==> src/rtl/sim_ctrl_mmio.sv <==
// Simulation-control peripheral beside core_top: snoops DCCM writes and the
// retirement strobe to provide console channels, a finish mailbox, a
// no-retire watchdog and cycle/retire counters.
module sim_ctrl_mmio #(
  parameter int              XLEN         = 32,
  parameter int              N_CHAN       = 4,
  parameter logic [XLEN-1:0] CON_BASE     = 32'h0020_0000,
  parameter logic [XLEN-1:0] FINISH_ADDR  = 32'h1000_0000,
  parameter int              FIFO_DEPTH   = 16,
  parameter int              WDOG_TIMEOUT = 10000,
  parameter int              CNT_W        = 48,
  localparam int             CHW          = (N_CHAN > 1) ? $clog2(N_CHAN) : 1
) (
  input  logic             clk,
  input  logic             rst,
  input  logic             dccm_wen,
  input  logic [XLEN-1:0]  dccm_waddr,
  input  logic [XLEN-1:0]  dccm_wdata,
  input  logic             retire_valid,
  output logic             con_valid,
  input  logic             con_ready,
  output logic [7:0]       con_data,
  output logic [CHW-1:0]   con_chan,
  output logic             con_overflow,
  output logic [1:0]       state,
  output logic             done,
  output logic [XLEN-1:0]  exit_code,
  output logic [CNT_W-1:0] cycle_count,
  output logic [CNT_W-1:0] retire_count
);

  localparam int AW  = $clog2(FIFO_DEPTH);
  localparam int WDW = $clog2(WDOG_TIMEOUT + 1);
  localparam int EW  = CHW + 8;

  typedef enum logic [1:0] {
    S_RUN = 2'b00,
    S_FIN = 2'b01,
    S_TMO = 2'b10
  } state_e;

  state_e         st_q;
  logic [WDW-1:0] wdog_cnt;

  // Address decode: word offset from the console base selects the channel,
  // byte lane bits are ignored. The finish mailbox needs an exact match.
  logic [XLEN-3:0] word_off;
  logic            con_hit, fin_hit, run;

  assign word_off = dccm_waddr[XLEN-1:2] - CON_BASE[XLEN-1:2];
  assign con_hit  = dccm_wen && (word_off < (XLEN-2)'(N_CHAN));
  assign fin_hit  = dccm_wen && (dccm_waddr == FINISH_ADDR);
  assign run      = (st_q == S_RUN);
  assign state    = st_q;
  assign done     = (st_q != S_RUN);

  // Run-state FSM, watchdog, counters and exit-code capture; terminal states
  // freeze everything here until reset. Finish takes priority over timeout.
  always_ff @(posedge clk) begin
    if (rst) begin
      st_q         <= S_RUN;
      wdog_cnt     <= '0;
      exit_code    <= '0;
      cycle_count  <= '0;
      retire_count <= '0;
    end else if (run) begin
      cycle_count <= cycle_count + CNT_W'(1);
      if (retire_valid) begin
        retire_count <= retire_count + CNT_W'(1);
        wdog_cnt     <= '0;
      end else begin
        wdog_cnt <= wdog_cnt + WDW'(1);
      end
      if (fin_hit) begin
        st_q      <= S_FIN;
        exit_code <= dccm_wdata;
      end else if (!retire_valid && wdog_cnt == WDW'(WDOG_TIMEOUT - 1)) begin
        st_q <= S_TMO;
      end
    end
  end

  // Console FIFO: extra pointer bit separates full from empty. A pop frees
  // a slot in the same cycle, so full+push+pop is accepted without loss.
  logic [FIFO_DEPTH-1:0][EW-1:0] mem;
  logic [AW:0]                   wr_ptr, rd_ptr, rd_nxt;
  logic                          full, pop, push, head_vld;

  assign full     = (wr_ptr[AW] != rd_ptr[AW]) && (wr_ptr[AW-1:0] == rd_ptr[AW-1:0]);
  assign pop      = con_valid && con_ready;
  assign push     = con_hit && run && (!full || pop);
  assign rd_nxt   = rd_ptr + (AW+1)'(pop);
  assign head_vld = (wr_ptr != rd_nxt);

  // Storage write; entries are only read once the pointers say they exist.
  always_ff @(posedge clk) begin
    if (push) mem[wr_ptr[AW-1:0]] <= {word_off[CHW-1:0], dccm_wdata[7:0]};
  end

  // Pointers and the registered head view. The head is taken from entries
  // already stored before this edge, which gives the one-cycle push-to-valid
  // latency and keeps dccm_* off any combinational path to con_*.
  always_ff @(posedge clk) begin
    if (rst) begin
      wr_ptr       <= '0;
      rd_ptr       <= '0;
      con_valid    <= 1'b0;
      con_data     <= '0;
      con_chan     <= '0;
      con_overflow <= 1'b0;
    end else begin
      if (push) wr_ptr <= wr_ptr + (AW+1)'(1);
      rd_ptr <= rd_nxt;
      if (con_hit && run && full && !pop) con_overflow <= 1'b1;
      con_valid <= head_vld;
      if (head_vld) {con_chan, con_data} <= mem[rd_nxt[AW-1:0]];
    end
  end

endmodule

==> config.mk <==
export PLATFORM = sky130hd
export DESIGN_NAME = sim_ctrl_mmio
export DESIGN_NICKNAME = d
export VERILOG_FILES = /design/src/rtl/sim_ctrl_mmio.sv
export SDC_FILE = /design/constraint.sdc
export NUM_CORES = 1
export LEC_CHECK = 0
export CAP_MARGIN = 20
export CORE_ASPECT_RATIO = 1.1
export CORE_MARGIN = 1
export CORE_UTILIZATION = 49
export CTS_CLUSTER_SIZE = 14
export DETAILED_ROUTE_END_ITERATION = 16
export HOLD_SLACK_MARGIN = 0.06
export PLACE_DENSITY_LB_ADDON = 0.2
export SLEW_MARGIN = 30
export SYNTH_ARGS = -nofsm -noshare
export SYNTH_HDL_FRONTEND = slang
export SYNTH_SLANG_ARGS = --single-unit
==> constraint.sdc <==
create_clock -name clk -period 3.1 [get_ports clk]
set_input_delay 0.62 -clock clk [delete_from_list [all_inputs] [get_ports clk]]
set_output_delay 0.62 -clock clk [all_outputs]
set_load 0.1 [all_outputs]
# Word level (Yosys, flattened, before mapping)
# Cells that the tools add are included.
totals:
  reg_bits: 326
  output_inout_bits: 143
  word_cells: 70
op_classes:
  n_addsub: 6
  order_cmp: 4
  n_eq_ne: 5
  mux: 8
  n_reduce_logical: 20
ops:
  columns: ["cell", "n"]
  rows:
  - ["160-bit bitwise mux", 1]
  - ["48-bit by 1-bit adder with 48-bit output (second input constant)", 2]
  - ["10-bit binary-select mux with 4-bit select", 1]
  - ["10-bit demux with 4-bit select", 1]
  - ["32-bit by 29-bit equality test with 1-bit output (second input constant)", 1]
  - ["30-bit by 3-bit < comparator with 1-bit output (second input constant)", 1]
  - ["30-bit by 20-bit subtractor with 30-bit output (second input constant)", 1]
  - ["10-bit 2-to-1 mux", 2]
  - ["14-bit by 1-bit adder with 14-bit output (second input constant)", 1]
  - ["14-bit equality test (second input constant)", 1]
  - ["14-bit 2-to-1 mux", 1]
  - ["1-bit logical AND", 10]
  - ["4-bit by 5-bit < comparator with 1-bit output (second input constant)", 2]
  - ["2-bit AND reduction", 3]
  - ["5-bit by 1-bit adder with 5-bit output", 1]
  - ["5-bit by 1-bit adder with 5-bit output (second input constant)", 1]
  - ["5-bit inequality test", 1]
  - ["4-bit equality test", 1]
  - ["4-bit by 1-bit greater-or-equal comparator with 1-bit output (second input constant)", 1]
  - ["2-bit 2-to-1 mux", 2]
  - ["2-bit nonzero test", 2]
  - ["1-bit logical NOT", 3]
  - ["2-bit logical NOT", 1]
  - ["1-bit logical OR", 1]
  - ["1-bit inequality test", 1]

# Depth between registers and ports, before layout
logic_depth:
  depth_word: 6
  depth_mapped: 10
  depth_no_buf: 8

# Worst setup path after synthesis
# Ideal clock, no wire load.
synth_path:
  path_type: "register -> register"
  startpoint: "register con_valid"
  endpoint: "register con_chan[1]"
  arrival_ns: 3.257
  t_required_ns: 2.972
  setup_slack_ns: -0.284
  path_stages_with_launch: 9
  path_buffers: 2
  cell_sequence: "dfxtp_1 -> and2_1 -> ha_1 -> clkbuf_1 -> buf_1 -> mux4_2 -> mux4_2 -> mux2i_1 -> nor2_1"
synth_via:
  elab_chain_cells: 4
  word_cells_on_any_way: 5
synth_lines:
  columns: ["element", "line_no", "rtl"]
  rows:
  - ["start, declared", "20", "output logic con_valid,"]
  - ["start signal, assigned", "115", "con_valid <= head_vld;"]
  - ["1-bit logical AND *", "90", "assign pop = con_valid && con_ready;"]
  - ["5-bit by 1-bit adder with 5-bit output *", "92", "assign rd_nxt = rd_ptr + (AW+1)'(pop);"]
  - ["via rd_nxt[0]", "86", "logic [AW:0] wr_ptr, rd_ptr, rd_nxt;"]
  - ["10-bit binary-select mux with 4-bit select", "116", "if (head_vld) {con_chan, con_data} <= mem[rd_nxt[AW-1:0]];"]
  - ["10-bit 2-to-1 mux (not written as such)", "116", null]
  - ["end signal, assigned", "116", null]
  - ["end, declared", "23", "output logic [CHW-1:0] con_chan,"]
# Mark *: on every way through the listed nets, which the timed path passes. The rest lies on a longest branch. The select of a mux whose other input is x is not followed.
# A chain may end at the register's enable or synchronous reset.

# Final worst setup path
layout_path:
  startpoint: "input dccm_waddr[21]"
  endpoint: "register mem[86] in the netlist's numbering (enable)"
layout_via:
  elab_chain_cells: 5
layout_lines:
  columns: ["element", "line_no", "rtl"]
  rows:
  - ["start, declared", "17", "input logic [XLEN-1:0] dccm_waddr,"]
  - ["30-bit by 20-bit subtractor with 30-bit output", "50", "assign word_off = dccm_waddr[XLEN-1:2] - CON_BASE[XLEN-1:2];"]
  - ["30-bit by 3-bit < comparator with 1-bit output", "51", "assign con_hit = dccm_wen && (word_off < (XLEN-2)'(N_CHAN));"]
  - ["1-bit logical AND", "51", null]
  - ["1-bit logical AND (2 in a row)", "91", "assign push = con_hit && run && (!full || pop);"]
  - ["end signal, assigned by index", "97", "if (push) mem[wr_ptr[AW-1:0]] <= {word_off[CHW-1:0], dccm_wdata[7:0]};"]
  - ["end, declared", "85", "logic [FIFO_DEPTH-1:0][EW-1:0] mem;"]
# Every way passes these cells.

==> impl_results.md <==
- Final hold vios: 0
- Max-slew headroom: 49.8%
- HPWL Detailed: 22800 um
- Cts-stage hold buffer count: 0
- Pin count of the biggest net entering global routing: 64
- CP Launch Type: primary input
- Reg-to-reg setup timing slack: 520 ps
- # nets final: 1484
- Post-CTS setup repair buffer count: 0
- Final core utilization: 64.1%
- Maxcap violations: 0
- Primary FF master, synth: dfxtp_1
- Cells after Synth: 1153
- # diodes: 0
- Cell Area, Placed: 16300 um2
- Register Area: 8130 um2
- Hold depth: 2
- WP data required: 3320 ps
- Initial Util: 50.4%
- Adder-Cell Fraction of Synth Area: 0.913%
- GR Util All Layers: 23.3%
- Sequential fraction of the synthesis area: 59.3%
- Via Count: 10200
- Mux contribution to synthesized area: 9.52%
- Max-slew violation count: 0
- Filler Cell Count: 2120
- Reg-to-Reg End: retire_count[38]
- Hold crit path type: flip-flop to flip-flop
- Final setup fails: 0
- Vias in the first global route: 9525
- Hold_sp: exit_code[15]
- Area Overhead vs Synth: 27.1%
- Die width: 161 um
- 1st-iter DRT viols: 805
- ANT nets after route: 0
- WHS Endpoint: exit_code[15]
- Final Routed Wirelength: 33600 um
- Vias/cell: 5.72
- Fmax achieved: 0.345 GHz
- Placer Congestion: 0.859
- Fin cells: 1787
- Pleak: 0.00597 uW
- Reg2reg path depth: 5
- Most frequent cells in the layout: buf_4, dfxtp_1, edfxtp_1, nand2_1, a21oi_1
- Root buffer cell: clkbuf_16
- Reg-to-reg startpoint: retire_count[23]
- Layout Skew: 7.79 ps
- Routed length per instance: 18.8 um
- Maximum VDD drop: 0.386 mV
- Simple-gate area share of the yosys netlist: 17.6%
- Unrepaired setup endpoints after global routing: no
- CTS clk-pin slew, worst paths: 60 ps
- H-tree Lvls: 2
- Port Buf Inserts: 211
- Area of the multi-input gates: 5310 um2
- Synthesized area per cell: 11.9 um2
- CTS tree: done
- Post-Synth XOR/XNOR Area: 4.28%
- Synth Area in Compound Gates: 6.01%
- Pwr Density: 507 nW/um2
- Cts bufs inserted: 34
- EDFF count, synth: 160
- Flops & latches, synth: 326
- CP max FO: 16
- # placed instances: 1726
- Status: finished clean
- Syn Nets: 1232
- Finished Cell Area: 17400 um2
- Clk sinks: 326
- Worst slew pin tran: 753 ps
- Initial antenna violation count: 0
- Die ar.: 28600 um2
- Clock latency on the worst-skew pair: 510 ps
- I/O pin count: 212
- Die Y: 177 um
- Tmin final: 2900 ps
- GR Overflow Total: 0
- Arrival @ worst endpoint: 3120 ps
- PostCTS Resize Cnt: 0
- Max Buffers Root-to-Sink: 3
- Crit end category: flip-flop
- YS warnings: 0
- Syn Std Cell Area: 13700 um2
- Commonest non-fill, non-tap cell in the layout: buf_4
- Tcrit/Tclk final: 93.6%
- First-pass GRT wire length: 52100 um
- Asr flop ratio synth: 0%
- Crit Path Class: primary input to flip-flop
- Main combinational cell family by area after synthesis: simple AND/OR/NAND/NOR gates
- Remaining DRCs: 0
- DR pass1 iterations: 5
- Critical Path Source: dccm_waddr[21]
- Library cells used by synthesis: 46
- Layout cells sized above 1: 23.4%
- Rows: 63
- Core Region: 27200 um2
## area by class of cell
type	instances	area share, %
sequential	326	46.7
timing repair buffer	276	13.5
tap	357	2.56
multi-input combinational	744	30.5
clock inverter	16	0.962
clock buffer	45	5.36
inverter	23	0.495
## how the worst max path moves through the flow
stage | to | cells after the start
4_1_cts | mem[86] | 10
3_3_place_gp | mem[80] | 10
2_1_floorplan | mem[0] | 7
6_report | mem[86] | 10
3_5_place_dp | mem[86] | 10
5_1_grt | mem[78] | 10
## per-stage QoR
| step | total power (uW) | setup TNS [ps] | worst slack (ps) | hold slack [ps] |
|---|---|---|---|---|
| CTS | 8920 | 0 | 273 | 453 |
| global placement | 4890 | -20500 | -130 | 439 |
| floorplan | 4730 | -18410 | -186 | 454 |
| global route | 9110 | 0 | 91.3 | 470 |
| finish | 8830 | 0 | 199 | 452 |
| detailed placement | 4900 | -30720 | -232 | 444 |
## synth_stat cells, types with 8 or more instances
library cell / number / share of area, %
dfxtp_1: 166 / 24
xor2_1: 42 / 2.7
and4_1: 15 / 0.96
xnor2_1: 25 / 1.6
ha_1: 10 / 0.91
edfxtp_1: 160 / 35
o31ai_1: 29 / 1.6
mux4_2: 50 / 8.2
or3_1: 24 / 1.1
nand2_1: 112 / 3.1
nor3_1: 23 / 0.84
buf_1: 8 / 0.22
nor2b_1: 11 / 0.50
mux2i_1: 10 / 0.73
or4_1: 39 / 2.1
nand3_1: 38 / 1.4
o21ai_0: 24 / 0.88
nor4_1: 25 / 1.1
a21oi_1: 88 / 3.2
clkbuf_1: 45 / 1.2
nand4_1: 44 / 2.0
nor2_1: 83 / 2.3
and3_1: 11 / 0.50
inv_1: 23 / 0.63
## critical path, stage by stage
cell and delay (ps):
clkdlybuf4s50_1 420, inv_1 60, ha_1 230, nor4bb_1 300
o21ai_0 170, a311oi_1 410, nand4b_1 140, buf_4 220
nor3_1 290, buf_4 240
## where the power goes
| group | switching (uW) | internal (uW) |
|---|---|---|
| clock network | 1630 | 2390 |
| logic | 160 | 115 |
| registers | 9.54 | 4520 |
## registers in the layout (all words and copies together) (netlist names), 5 cells and up
| register | cells |
|---|---|
| wdog_cnt | 14 |
| cycle_count | 48 |
| exit_code | 32 |
| mem | 160 |
| retire_count | 48 |
| wr_ptr | 5 |
| rd_ptr | 5 |
| con_data | 8 |
## layer usage
metal  vias to the layer above  GRT usage (%)  part of all wire, %
li1                       4852              -                    -
met1                      5014           30.4                   42
met2                       303           39.8                   50
met4                         0           8.33                  3.1
met3                        58           3.13                  5.2
met5                         -              0                    0
## logic make-up (layout without fill, tap and decap cells)
logic type      Yosys count  after routing
simple gates            454            454
mux                      67             67
compound gates          146            146
xor+xnor                 67             67
fa+ha+maj                10             10
flops                   326            326
buf+inv                  83            360
No activity file was read; power rests on OpenSTA's default activity.
